$ cat src/rtl/alu_arbiter_if.sv
`default_nettype none
// ============================================================================
// Module   : alu_arbiter_if
// Brief    : Requester, ALU and status signals of the two-port ALU arbiter.
// Revision : 1.0 - initial release
// ============================================================================
interface alu_arbiter_if #(
    parameter int DATA_W = 32
);
    logic              r0_valid;
    logic              r0_ready;
    logic [3:0]        r0_fun;
    logic [DATA_W-1:0] r0_a;
    logic [DATA_W-1:0] r0_b;
    logic              r0_rsp_valid;
    logic              r0_rsp_ready;
    logic [DATA_W-1:0] r0_result;
    logic              r0_err;

    logic              r1_valid;
    logic              r1_ready;
    logic [3:0]        r1_fun;
    logic [DATA_W-1:0] r1_a;
    logic [DATA_W-1:0] r1_b;
    logic              r1_rsp_valid;
    logic              r1_rsp_ready;
    logic [DATA_W-1:0] r1_result;
    logic              r1_err;

    logic [3:0]        alu_fun;
    logic [DATA_W-1:0] alu_srcA;
    logic [DATA_W-1:0] alu_srcB;
    logic [DATA_W-1:0] alu_result;

    logic              busy;
    logic              owner;

    // Arbiter side
    modport slave (
        input  r0_valid, r0_fun, r0_a, r0_b, r0_rsp_ready,
        output r0_ready, r0_rsp_valid, r0_result, r0_err,
        input  r1_valid, r1_fun, r1_a, r1_b, r1_rsp_ready,
        output r1_ready, r1_rsp_valid, r1_result, r1_err,
        output alu_fun, alu_srcA, alu_srcB,
        input  alu_result,
        output busy, owner
    );

    // Requester / ALU side
    modport master (
        output r0_valid, r0_fun, r0_a, r0_b, r0_rsp_ready,
        input  r0_ready, r0_rsp_valid, r0_result, r0_err,
        output r1_valid, r1_fun, r1_a, r1_b, r1_rsp_ready,
        input  r1_ready, r1_rsp_valid, r1_result, r1_err,
        input  alu_fun, alu_srcA, alu_srcB,
        output alu_result,
        input  busy, owner
    );
endinterface
`default_nettype wire

$ cat src/rtl/alu_arbiter.sv
`default_nettype none
// ============================================================================
// Module   : alu_arbiter
// Brief    : Round-robin sharing of one combinational ALU between two requesters.
// Revision : 1.0 - initial release
// ============================================================================
module alu_arbiter #(
    parameter int          DATA_W       = 32,
    parameter logic [15:0] ILLEGAL_MASK = 16'hDC00
) (
    input  wire logic   CLK,
    input  wire logic   RST,
    alu_arbiter_if.slave bus
);

    localparam logic [1:0] c_ST_IDLE = 2'd0;
    localparam logic [1:0] c_ST_EXEC = 2'd1;
    localparam logic [1:0] c_ST_RESP = 2'd2;

    logic [1:0]        r_state;
    logic [1:0]        w_state_nxt;
    logic              r_prio;
    logic              r_owner;
    logic [3:0]        r_alu_fun;
    logic [DATA_W-1:0] r_alu_srca;
    logic [DATA_W-1:0] r_alu_srcb;
    logic [DATA_W-1:0] r_result0;
    logic [DATA_W-1:0] r_result1;
    logic              r_err0;
    logic              r_err1;
    logic              r_rsp_valid0;
    logic              r_rsp_valid1;

    logic              w_ready0;
    logic              w_ready1;
    logic              w_accept;
    logic              w_winner;
    logic              w_rsp_done;
    logic              w_illegal;
    logic [DATA_W-1:0] w_exec_result;

    always_ff @(posedge CLK) begin
        if (RST) begin
            r_state <= c_ST_IDLE;
        end else begin
            r_state <= w_state_nxt;
        end
    end

    // Readies only ever rise for a valid requester, so a ready is an accept.
    always_comb begin
        w_state_nxt = r_state;
        w_ready0    = 1'b0;
        w_ready1    = 1'b0;
        w_accept    = 1'b0;
        w_winner    = 1'b0;
        w_rsp_done  = 1'b0;
        case (r_state)
            c_ST_IDLE: begin
                if (bus.r0_valid && (!bus.r1_valid || !r_prio)) begin
                    w_ready0 = 1'b1;
                end else if (bus.r1_valid) begin
                    w_ready1 = 1'b1;
                end
                w_winner = w_ready1;
                if (w_ready0 || w_ready1) begin
                    w_accept    = 1'b1;
                    w_state_nxt = c_ST_EXEC;
                end
            end
            c_ST_EXEC: begin
                w_state_nxt = c_ST_RESP;
            end
            c_ST_RESP: begin
                w_rsp_done = r_owner ? bus.r1_rsp_ready : bus.r0_rsp_ready;
                if (w_rsp_done) begin
                    w_state_nxt = c_ST_IDLE;
                end
            end
            default: begin
                w_state_nxt = c_ST_IDLE;
            end
        endcase
    end

    assign w_illegal     = ILLEGAL_MASK[r_alu_fun];
    assign w_exec_result = w_illegal ? '0 : bus.alu_result;

    always_ff @(posedge CLK) begin
        if (RST) begin
            r_prio       <= 1'b0;
            r_owner      <= 1'b0;
            r_alu_fun    <= '0;
            r_alu_srca   <= '0;
            r_alu_srcb   <= '0;
            r_result0    <= '0;
            r_result1    <= '0;
            r_err0       <= 1'b0;
            r_err1       <= 1'b0;
            r_rsp_valid0 <= 1'b0;
            r_rsp_valid1 <= 1'b0;
        end else begin
            if (w_accept) begin
                r_owner    <= w_winner;
                r_alu_fun  <= w_winner ? bus.r1_fun : bus.r0_fun;
                r_alu_srca <= w_winner ? bus.r1_a   : bus.r0_a;
                r_alu_srcb <= w_winner ? bus.r1_b   : bus.r0_b;
            end
            if (r_state == c_ST_EXEC) begin
                if (r_owner) begin
                    r_result1    <= w_exec_result;
                    r_err1       <= w_illegal;
                    r_rsp_valid1 <= 1'b1;
                end else begin
                    r_result0    <= w_exec_result;
                    r_err0       <= w_illegal;
                    r_rsp_valid0 <= 1'b1;
                end
            end
            // Handing priority to the other side bounds its wait to one op.
            if (w_rsp_done) begin
                r_prio <= ~r_owner;
                if (r_owner) begin
                    r_rsp_valid1 <= 1'b0;
                end else begin
                    r_rsp_valid0 <= 1'b0;
                end
            end
        end
    end

    assign bus.r0_ready     = w_ready0;
    assign bus.r1_ready     = w_ready1;
    assign bus.r0_rsp_valid = r_rsp_valid0;
    assign bus.r1_rsp_valid = r_rsp_valid1;
    assign bus.r0_result    = r_result0;
    assign bus.r1_result    = r_result1;
    assign bus.r0_err       = r_err0;
    assign bus.r1_err       = r_err1;
    assign bus.alu_fun      = r_alu_fun;
    assign bus.alu_srcA     = r_alu_srca;
    assign bus.alu_srcB     = r_alu_srcb;
    assign bus.busy         = (r_state != c_ST_IDLE);
    assign bus.owner        = r_owner;

endmodule
`default_nettype wire

$ cat src/flat_wrapper.sv
// flat-port wrapper written by rule: the top's interface ports become plain ports
module alu_arbiter_flat 
#(
    parameter int          DATA_W       = 32,
    parameter logic [15:0] ILLEGAL_MASK = 16'hDC00
)
  (CLK, RST, bus_r0_valid, bus_r0_fun, bus_r0_a, bus_r0_b, bus_r0_rsp_ready, bus_r0_ready, bus_r0_rsp_valid, bus_r0_result, bus_r0_err, bus_r1_valid, bus_r1_fun, bus_r1_a, bus_r1_b, bus_r1_rsp_ready, bus_r1_ready, bus_r1_rsp_valid, bus_r1_result, bus_r1_err, bus_alu_fun, bus_alu_srcA, bus_alu_srcB, bus_alu_result, bus_busy, bus_owner);
  alu_arbiter_if #(.DATA_W(DATA_W)) bus_i ();
  input  wire logic CLK;
  input  wire logic RST;
  input wire logic [$bits(bus_i.r0_valid)-1:0] bus_r0_valid;
  input wire logic [$bits(bus_i.r0_fun)-1:0] bus_r0_fun;
  input wire logic [$bits(bus_i.r0_a)-1:0] bus_r0_a;
  input wire logic [$bits(bus_i.r0_b)-1:0] bus_r0_b;
  input wire logic [$bits(bus_i.r0_rsp_ready)-1:0] bus_r0_rsp_ready;
  output wire logic [$bits(bus_i.r0_ready)-1:0] bus_r0_ready;
  output wire logic [$bits(bus_i.r0_rsp_valid)-1:0] bus_r0_rsp_valid;
  output wire logic [$bits(bus_i.r0_result)-1:0] bus_r0_result;
  output wire logic [$bits(bus_i.r0_err)-1:0] bus_r0_err;
  input wire logic [$bits(bus_i.r1_valid)-1:0] bus_r1_valid;
  input wire logic [$bits(bus_i.r1_fun)-1:0] bus_r1_fun;
  input wire logic [$bits(bus_i.r1_a)-1:0] bus_r1_a;
  input wire logic [$bits(bus_i.r1_b)-1:0] bus_r1_b;
  input wire logic [$bits(bus_i.r1_rsp_ready)-1:0] bus_r1_rsp_ready;
  output wire logic [$bits(bus_i.r1_ready)-1:0] bus_r1_ready;
  output wire logic [$bits(bus_i.r1_rsp_valid)-1:0] bus_r1_rsp_valid;
  output wire logic [$bits(bus_i.r1_result)-1:0] bus_r1_result;
  output wire logic [$bits(bus_i.r1_err)-1:0] bus_r1_err;
  output wire logic [$bits(bus_i.alu_fun)-1:0] bus_alu_fun;
  output wire logic [$bits(bus_i.alu_srcA)-1:0] bus_alu_srcA;
  output wire logic [$bits(bus_i.alu_srcB)-1:0] bus_alu_srcB;
  input wire logic [$bits(bus_i.alu_result)-1:0] bus_alu_result;
  output wire logic [$bits(bus_i.busy)-1:0] bus_busy;
  output wire logic [$bits(bus_i.owner)-1:0] bus_owner;
  assign bus_i.r0_valid = bus_r0_valid;
  assign bus_i.r0_fun = bus_r0_fun;
  assign bus_i.r0_a = bus_r0_a;
  assign bus_i.r0_b = bus_r0_b;
  assign bus_i.r0_rsp_ready = bus_r0_rsp_ready;
  assign bus_r0_ready = bus_i.r0_ready;
  assign bus_r0_rsp_valid = bus_i.r0_rsp_valid;
  assign bus_r0_result = bus_i.r0_result;
  assign bus_r0_err = bus_i.r0_err;
  assign bus_i.r1_valid = bus_r1_valid;
  assign bus_i.r1_fun = bus_r1_fun;
  assign bus_i.r1_a = bus_r1_a;
  assign bus_i.r1_b = bus_r1_b;
  assign bus_i.r1_rsp_ready = bus_r1_rsp_ready;
  assign bus_r1_ready = bus_i.r1_ready;
  assign bus_r1_rsp_valid = bus_i.r1_rsp_valid;
  assign bus_r1_result = bus_i.r1_result;
  assign bus_r1_err = bus_i.r1_err;
  assign bus_alu_fun = bus_i.alu_fun;
  assign bus_alu_srcA = bus_i.alu_srcA;
  assign bus_alu_srcB = bus_i.alu_srcB;
  assign bus_i.alu_result = bus_alu_result;
  assign bus_busy = bus_i.busy;
  assign bus_owner = bus_i.owner;
  alu_arbiter #(.DATA_W(DATA_W), .ILLEGAL_MASK(ILLEGAL_MASK)) u_core (.CLK(CLK), .RST(RST), .bus(bus_i));
endmodule
$ cat config.mk
export PLATFORM = sky130hd
export DESIGN_NAME = alu_arbiter_flat
export DESIGN_NICKNAME = d
export VERILOG_FILES = /design/src/rtl/alu_arbiter_if.sv /design/src/rtl/alu_arbiter.sv /design/src/flat_wrapper.sv
export SDC_FILE = /design/constraint.sdc
export NUM_CORES = 1
export LEC_CHECK = 0
export ABC_AREA = 0
export CORE_UTILIZATION = 41
export CTS_BUF_LIST = sky130_fd_sc_hd__clkbuf_2
export DETAILED_ROUTE_END_ITERATION = 7
export MAX_ROUTING_LAYER = met4
export PLACE_DENSITY = 0.83
export SYNTH_ARGS = -nofsm -noshare
export SYNTH_HDL_FRONTEND = slang
export SYNTH_SLANG_ARGS = --single-unit
$ cat constraint.sdc
create_clock -name CLK -period 1.65 [get_ports CLK]
set_input_delay 0.2475 -clock CLK [delete_from_list [all_inputs] [get_ports CLK]]
set_output_delay 0.2475 -clock CLK [all_outputs]
set_load 0.05 [all_outputs]
==> results of run 1 <==
==> area by class of cell <==
cell class | count | share of cell area (%)
tap | 180 | 2.175
antenna | 1 | 0.02417
multi-input combinational | 542 | 27.10
sequential | 141 | 28.06
clock buffer | 17 | 0.8217
clock inverter | 15 | 1.897
timing repair buffer | 388 | 39.77
inverter | 3 | 0.1571
==> power breakdown <==
group / internal (uW) / total, uW / switching, uW
registers: 3750 / 3980 / 232
logic: 1610 / 3820 / 2210
clock network: 992 / 2330 / 1330
==> timing repair <==
action	in CTS	in global routing
resized for setup	29	163
pin swaps	2	15
hold buffers	20	8
gates cloned	2	5
buffers inserted	7	13
setup endpoints to repair	18	180
endpoints found under the hold margin	45	8
==> worst max path at each step <==
stage                                     to  cells past startpoint
global route                    bus_r1_ready                      5
detailed placement          u_core.w_illegal                      6
global placement            u_core.w_illegal                      7
CTS                             bus_r0_ready                      4
finish                          bus_r1_ready                      5
floorplan           u_core.bus.r0_result[21]                      6
==> worst reg2reg max path, stage by stage, from the launching register on <==
cell and delay [ns]:
dfxtp_2 0.38, nor2_4 0.12, buf_6 0.11, buf_6 0.11, buf_6 0.11, and2_4 0.19, buf_12 0.12, buf_12 0.13
nor2_1 0.06, a311oi_1 0.25
==> stage by stage <==
step / setup slack, ns / hold WS [ns]
detailed placement: -0.2811 / 0.4473
global placement: -0.2084 / 0.4424
global route: -0.3844 / -0.007192
floorplan: 0.1097 / 0.3220
CTS: -0.3532 / 0.0004309
finish: -0.2662 / 0.03509
==> state kept, by name, indices dropped and copies added, names as in the netlist, named ones only <==
| name | flops |
|---|---|
| u_core.bus.alu_fun | 4 |
| u_core.bus.alu_srcA | 32 |
| u_core.bus.alu_srcB | 32 |
| u_core.bus.owner | 1 |
| u_core.bus.r0_err | 1 |
| u_core.bus.r0_result | 32 |
| u_core.bus.r1_err | 1 |
| u_core.bus.r1_result | 32 |
| u_core.r_prio | 1 |
| u_core.r_state | 2 |
| u_core.w_illegal | 1 |
==> cell families after synthesis <==
| group | count (synthesis) |
|---|---|
| AOI/OAI and AO/OA | 145 |
| buffers and inverters | 65 |
| DFF | 141 |
| muxes | 1 |
| and+or+nand+nor | 394 |
==> synth_stat cells (2+ instances only) <==
library cell  number  area (um^2)
nand4_1            2        12.51
nand2_1          274         1028
and2_1             3        18.77
a211oi_1           3        22.52
buf_1              2        7.510
dfxtp_1          141         2823
inv_1              2        7.510
a21oi_1           72        360.4
buf_2             31        155.2
nor2b_1           34        212.7
clkbuf_1          23        86.33
a311oi_2          22        330.3
buf_6              4        45.04
nor2_1            72        270.3
buf_4              2        15.01
a311oi_1          44        385.4
==> metal layers <==
layer | routed length (um) | GRT usage, % | up-vias
met5 | 0 | - | -
met4 | 756 | 11.42 | 0
met3 | 2028 | 7.631 | 61
met2 | 11590 | 46.22 | 362
met1 | 8441 | 30.03 | 3185
li1 | - | - | 3193
==> metrics.cfg, run 1 <==
[outcome]
status = finished with violations
violations = negative setup slack

[yosys]
async_reset_ff_share_pct = 0
synth_edf_count = 0
synth_fa_ha_area_share_pct = 0
synth_fp_nets = 920
syn_area_um2 = 5891
synthFlopType = dfxtp_1
synthSimpleGateAreaFrac_pct = 27.36
synth.distinct_cells = 31
synth_compound_area_share_pct = 19.12
ys_ff_latch = 141
synth_mux_area_share_pct = 0.1699
yosysSeqAreaShare_pct = 47.92
yosysWarnings = 0
syn_inst = 746
synth_top_family_by_area = simple AND/OR/NAND/NOR gates
syn_avg_cell_area_um2 = 7.896
synth_xor_area_share_pct = 0

[clock_tree]
root_buffer = clkbuf_2
cts_buffer_depth = 2
clkTransAtPathRegs_ns = 0.23
numCtsBuffers = 17
numClockSinks = 141
clock_latency_ns = 0.74
htree_levels = 4
cts_tree = built

[finish]
drive_gt1_share_pct = 28.48
final_nets = 1267
layout_common_cells = nand2_1, clkdlybuf4s50_1, buf_6
area_delta_synth_final_pct = 75.79
fin_cells = 1287
register_area_um2 = 2905
final_common_cell = nand2_1
postLayoutCoreUtil_pct = 74.31
multi_input_area_um2 = 2806
fin_area_um2 = 10350
nFillCells = 968

[floorplanning]
io_pins = 314
core.rowCount = 43
start_util_pct = 42.27
die_h_um = 121.9
core-area_um2 = 13930
die_w_um = 121.9
fp.dieArea_um2 = 14850

[flow_run]
max_cap_violations = 0

[worst_setup_path]
cp.arrival_ns = 1.67
r2r-end = u_core.bus.alu_srcB[28]
r2r_setup_slack_ns = 0
cp.required_ns = 1.40
path_class = reg2out
cp_max_fo = 3
r2r_start = u_core.r_state[0]
critPathMaxStageDelay_ns = 0.38
cp-end-kind = primary output
startpoint_type = flip-flop
rr_worst_depth = 9
path_delay_family = flip-flops
crit_start = u_core.r_state[0]
cpMaxStageDelayCell = dfxtp_2
path_cells = nor2_4 -> buf_4 -> nand3_4 -> inv_4 -> buf_12
path_buf_inv = 3

[timing]
relSlewSlack_pct = 66.54
rsz0062_at_grt = yes
setup_viol = 3
post-route-period-util_pct = 116.1
finalCriticalPeriod_ns = 1.916
skew_ns = 0.02616
fin_ws_ns = -0.2662
tightest_slew_ns = 0.5018
finalSetupTns_ns = -0.7134
hold_viol = 0
drv_slew = 0
max_freq_ghz = 0.5219

[grt]
grt_use_total_pct = 27.33
grt_pass1_vias = 6196
grt_max_degree = 57
grt_first_pass_wirelength_mm = 30.40
grt_remaining_overflow = 0
antenna_found_initial = 1

[power]
max-vdd-ir-drop_mv = 0.5981
powerDensity_nw_per_um2 = 977.9
p_total_uw = 10130
p_leak_uw = 0.004196

[hold_path]
hold_depth = 3
hp-start = bus_r1_b[5]
hp-class = in2reg
holdPathEnd = u_core.bus.alu_srcB[5]

[detailed_routing]
route.detailed.drc = 0
viasPerCell = 5.284
vias = 6801
wl_per_cell_um = 17.73
drt_pre_antenna_iters = 5
postRouteAntennaNets = 0
drtIter0Drc = 508
wl_mm = 22.82

[place]
dp_hpwl_mm = 13.66
dpl.cell_count = 1201
gp_congestion = 0.8475
placed_area_um2 = 8934
portBuffers = 313

Note: power is estimated with default switching activity, not from simulation.
==> run 2, diff against run 1 <==
--- a/config.mk
+++ b/config.mk
@@ -8,6 +8,7 @@
 export ABC_AREA = 0
 export CORE_UTILIZATION = 41
 export CTS_BUF_LIST = sky130_fd_sc_hd__clkbuf_2
+export CTS_CLUSTER_DIAMETER = 100
 export DETAILED_ROUTE_END_ITERATION = 7
 export MAX_ROUTING_LAYER = met4
 export PLACE_DENSITY = 0.83
==> results of run 2 <==
Same layout as run 1: the final DEF is identical, and so are final timing and power.
